===== src/rtl/minterm_scanner.sv =====
// Sequential truth-table reader: steps probe through all 2^N_VARS indices and
// streams every index where func_in is 1 out on a valid/ready port.
module minterm_scanner #(
  parameter int N_VARS = 11
) (
  input  logic              clk,
  input  logic              reset,
  input  logic              start,
  output logic [N_VARS-1:0] probe,
  input  logic              func_in,
  output logic              m_valid,
  input  logic              m_ready,
  output logic [N_VARS-1:0] m_index,
  output logic              busy,
  output logic              done,
  output logic [N_VARS:0]   count
);

  typedef enum logic [1:0] {
    IDLE,
    SCAN,
    EMIT,
    FINISH
  } state_t;

  localparam logic [N_VARS-1:0] MAX_INDEX = '1;

  state_t state;
  logic   at_max;

  assign at_max = (probe == MAX_INDEX);

  // busy/done are registered alongside the state so no input reaches an output.
  always_ff @(posedge clk) begin
    if (reset) begin
      state   <= IDLE;
      probe   <= '0;
      m_valid <= 1'b0;
      m_index <= '0;
      busy    <= 1'b0;
      done    <= 1'b0;
      count   <= '0;
    end else begin
      case (state)
        IDLE: begin
          done <= 1'b0;
          if (start) begin
            state <= SCAN;
            busy  <= 1'b1;
            probe <= '0;
            count <= '0;
          end
        end
        SCAN: begin
          if (func_in) begin
            m_index <= probe;
            m_valid <= 1'b1;
            count   <= count + 1'b1;
            state   <= EMIT;
          end else if (at_max) begin
            state <= FINISH;
            busy  <= 1'b0;
            done  <= 1'b1;
          end else begin
            probe <= probe + 1'b1;
          end
        end
        EMIT: begin
          if (m_ready) begin
            m_valid <= 1'b0;
            if (at_max) begin
              state <= FINISH;
              busy  <= 1'b0;
              done  <= 1'b1;
            end else begin
              probe <= probe + 1'b1;
              state <= SCAN;
            end
          end
        end
        FINISH: begin
          done  <= 1'b0;
          state <= IDLE;
        end
        default: state <= IDLE;
      endcase
    end
  end

endmodule

===== config.mk =====
export PLATFORM = sky130hd
export DESIGN_NAME = minterm_scanner
export DESIGN_NICKNAME = d
export VERILOG_FILES = /design/src/rtl/minterm_scanner.sv
export SDC_FILE = /design/constraint.sdc
export NUM_CORES = 1
export LEC_CHECK = 0
export CAP_MARGIN = 20
export CORE_ASPECT_RATIO = 0.6
export CORE_MARGIN = 1
export CORE_UTILIZATION = 30
export DETAILED_ROUTE_END_ITERATION = 10
export PLACE_DENSITY = 0.53
export SLEW_MARGIN = 20
export SYNTH_ARGS = -nofsm -noshare
export SYNTH_HDL_FRONTEND = slang
export SYNTH_SLANG_ARGS = --single-unit

===== constraint.sdc =====
create_clock -name clk -period 3 [get_ports clk]
set_input_delay 0.45 -clock clk [delete_from_list [all_inputs] [get_ports clk]]
set_output_delay 0.45 -clock clk [all_outputs]
set_load 0.03 [all_outputs]

==> Yosys cells after proc, flatten, opt, wreduce, memory -nomap -nowiden <==
Cells that the tools add are included.
{ "word_totals": {"register_bits": 39, "output_inout_bits": 37, "in_bits": 5, "elab_cells": 55} }
{ "classes": {"n_reduce_logical": 11, "muxes": 26, "n_addsub": 2, "n_eq_ne": 9} }
{ "ops": {"columns": ["operator", "n"], "rows": [
  ["$mux 11", 4],
  ["$pmux 11 s3", 1],
  ["$mux 12", 2],
  ["$pmux 12 s2", 1],
  ["$add 12x1->12 const B", 1],
  ["$add 11x1->11 const B", 1],
  ["$eq 11x11->1 const B", 1],
  ["$mux 2", 5],
  ["$mux 1", 9],
  ["$reduce_and 3->1", 3],
  ["$ne 2x2->1 const B", 4],
  ["$pmux 2 s4", 1],
  ["$pmux 1 s3", 2],
  ["$eq 2x2->1 const B", 2],
  ["$reduce_and 2->1", 2],
  ["$reduce_and 4->1", 1],
  ["$reduce_bool 2->1", 2],
  ["$ne 3x3->1 const B", 1],
  ["$reduce_bool 3->1", 1],
  ["$eq 2x1->1 const B", 1],
  ["$logic_not 2->1", 1],
  ["$pmux 1 s2", 1],
  ["$reduce_or 2->1", 1]
]} }

==> Depth between registers and ports, before layout <==
{ "logic_depth": {"ltp_word": 4, "ltp_mapped": 8, "ltp_nobuf": 6} }

==> Worst setup path before layout <==
OpenSTA, ideal clock, no wires.
{ "synth_timing": {"path_type": "flip-flop to flip-flop", "from": "register state[1]", "to": "register probe[4]", "n_path_buf": 1, "arrival_ns": 2.171, "period_less_slack_ns": 2.245, "setup_slack_ns": 0.755, "path_stages_with_launch": 8, "setup_ns": 0.074, "required_ns": 2.926, "path_cell_list": "dfxtp_1 > inv_1 > ha_1 > and2_4 > or4_1 > clkbuf_2 > or4_1 > a31oi_1"} }
{ "synth_between": {"elab_chain_len": 3, "word_cells_on_any_way": 9, "classes_between": "eq/ne (5); mux (1); reduce/logical (3)"} }
{ "synth_rtl": {"columns": ["element", "line", "rtl"], "rows": [
  ["start, declared", "28", "state_t state;"],
  ["start signal, assigned", "36", "state <= IDLE;"],
  ["start signal, assigned", "48", "state <= SCAN;"],
  ["start signal, assigned", "59", "state <= EMIT;"],
  ["$eq 2x2->1, or another cell as far along", "44", "case (state)"],
  ["$ne 2x2->1 (no source line) or $reduce_bool 3->1 (tied branches)", null, null],
  ["$reduce_and 4->1 (no source line)", null, null],
  ["end signal, assigned", "65", "probe <= probe + 1'b1;"],
  ["end signal, assigned", "76", "probe <= probe + 1'b1;"],
  ["end, declared", "9", "output logic [N_VARS-1:0] probe,"]
]} }
Parallel ways exist; a longest one is shown, timed or not.
A chain may end at the register's enable or synchronous reset.

==> Final worst setup path <==
Same ends and word-level chain as after synthesis.

==> out/metrics.csv <==
metric,value,unit
number of global-route vias before repair,1743,
WS Path Type,flip-flop to flip-flop,
syn nets,255,
Critical Path Source,state[1],
Post-CTS Setup Bufs,0,
fmax,387,MHz
PortBufs,41,
post-route clock period utilization,0.862,
die area,6820,um2
"Reg clk slew, reported paths",0.08,ns
post-route ant nets,0,
initial cell density of the core,0.314,
HP Class,flip-flop to flip-flop,
Worst Hold Launch,m_index[6],
Setup-failing EPs final,0,
vias,1918,
crit-path most repeated cell,or4_1,
count of state elements after synthesis,39,
clk_lat worst skew,0.29,ns
Gate power share,0.365,
Clock Power Share,0.258,
initial antenna violation count,0,
synthesized cell area,1940,um2
Slew headroom,0.461,
vias per inst,5.16,
DRT iter0 DRCs,110,
"top cells by area, synth","dfxtp_1 (40%), nand2_1 (7.1%), a21oi_1 (6.4%)",
Max Slew Vio Count,0,
Worst Path Arrival,2.81,ns
DR WL/cell,14.3,um
Setup Skew,0.00961,ns
"most common cell after layout, fill and taps aside",clkdlybuf4s50_1,
largest net degree at the start of global routing,29,
crit path time final,2.59,ns
PD cells,611,nW/um2
RSZ-0062 raised after global routing,false,
Top Ports,42,
Sw Ratio,0.394,
r2r endpoint,probe[4],
H-tree depth,2,
number of synthesized flops with an enable pin,0,
grt ovf,0,
CTS Hold Bufs,0,
worst r2r src,state[1],
root buf cell,clkbuf_8,
largest area contributor in the netlist,dfxtp_1,
share of layout cells above drive strength 1,0.0625,
post-synth top area share,0.402,
LEAKAGE,0.815,nW
routability cong.,0.769,
power share of the sequential group,0.377,
worst hold slack,0.457,ns
Die Wd,106,um
"Req. time, crit path",3.22,ns
final hold vios,0,
WHS Endpoint,m_index[6],
crit-path cells,inv_1 -> ha_1 -> and2_4 -> or4_1 -> or4_1 -> a31oi_1,
Die H,64.4,um
Setup TNS,0,ns
cts repair resizes,0,
R2R depth,6,
max cap viols,0,
critical path startpoint category,flip-flop,
synth-to-layout area growth,32.0,%
Max IR drop VDD,0.358,mV
Crit-path slowest cell,or4_1,
status,"complete, no violations",
# clock sinks,39,
Hold Path Depth,2,
cell internal pwr,0.950,mW
Post-Syn Area per Cell,7.97,um2
CTS buffer count,5,
FP Rows,22,
unique cell type count in the Yosys netlist,44,
CTS tree,yes,
final WL,5310,um
Worst R2R Setup Slack,0.41,ns
CP max stage delay,0.68,ns
actual slew at the worst max-slew pin,0.801,ns
gr usage total,0.169,
worst-path fanout max,14,
"commonest cells after routing, fill and taps aside","clkdlybuf4s50_1 (41), dfxtp_1 (39), nand2_1 (37), a21oi_1 (25), o21ai_0 (15)",
Switching Power,0.618,mW
fin nets,298,
ys flop type,dfxtp_1,
first-pass GRT wire length,8910,um
crit end category,flip-flop,
Post-synth ARST share,0,
post-synthesis sequential area ratio,0.402,
ant diodes,0,
DR pass1 iterations,4,
Mapped Cells,244,
residual DRC count,0,
YS warnings,0,
core area,6190,um2
HPWL after DPL,3720,um
Max Root-Sink Buffers,2,
==> power groups by stage <==
stage	sequential, mW	combinational (mW)	clock (mW)
finish	0.591	0.573	0.404
global route	0.599	0.640	0.443
CTS	0.591	0.565	0.417
detailed placement	0.602	0.561	0
global placement	0.605	0.562	0
floorplan	0.636	0.345	0
==> how the worst max path moves through the flow <==
stage | to | slack (ns) | cells past startpoint
finish | probe[4] | 0.41 | 6
global route | probe[4] | 0.28 | 6
CTS | probe[4] | 0.42 | 6
detailed placement | probe[4] | 0.28 | 5
global placement | probe[4] | 0.33 | 5
floorplan | probe[4] | 0.75 | 7
==> per-layer routing <==
layer | global-route usage | share of wire | up-vias
li1 | - | - | 989
met1 | 0.269 | 0.55 | 873
met2 | 0.214 | 0.37 | 51
met3 | 0.0439 | 0.073 | 5
met4 | 0.0417 | 0.0077 | 0
met5 | 0 | 0 | -
==> final cells by class <==
class | instances | area (um2)
multi-input cells | 186 | 1090
clock inverters | 1 | 7.51
flip-flops and latches | 39 | 781
fillers | 648 | 3630
inverters | 8 | 30.0
well taps | 84 | 105
repair buffers | 47 | 455
clock buffers | 7 | 96.3
==> Yosys cell counts, drive strengths merged, types with 2 or more instances <==
cell and count:
nand3 9, nor4 3, a31oi 5, inv 8, nand4 10, o31ai 5
nor2b 7, o2111ai 2, a21oi 25, nand2 37, and2 3, dfxtp 39
nor2 11, and3 2, o211ai 7, nand2b 3, nor3 4, or4 7
o22ai 2, ha 6, o21ai 16, or3 4, clkbuf 11
==> kinds of logic (layout without fill, tap and decap cells) <==
group | count (synthesis) | after routing | share of synthesized area
AOI/OAI and AO/OA | 74 | 74 | 0.239
muxes | 1 | 1 | 0.00579
xor gates and xnor gates | 2 | 2 | 0.00901
DFF | 39 | 39 | 0.402
and+or+nand+nor | 103 | 103 | 0.269
adders and majority gates | 6 | 6 | 0.0386
buffers and inverters | 19 | 63 | 0.0373
==> critical path: cells and delay by family (launching register included) <==
| family | cells | cell delay (ns) |
|---|---|---|
| flops | 1 | 0.47 |
| compound gates | 1 | 0.19 |
| fa+ha+maj | 1 | 0.28 |
| simple gates | 3 | 1.48 |
| buf+inv | 1 | 0.10 |
==> per-stage QoR <==
stage	power, mW	utilization	cells	worst slack [ns]	cell area, um2
detailed placement	1.16	0.398	364	0.283	2460
global route	1.68	0.414	372	0.283	2570
CTS	1.57	0.414	372	0.423	2570
floorplan	0.981	-	244	0.755	1940
finish	1.57	0.414	372	0.414	2570
global placement	1.17	0.398	364	0.331	2460
==> registers in the layout (all words and copies together) (netlist names) <==
signal / flops
busy: 1
count: 12
done: 1
m_index: 11
m_valid: 1
probe: 11
state: 2
No activity file was read; power rests on OpenSTA's default activity.
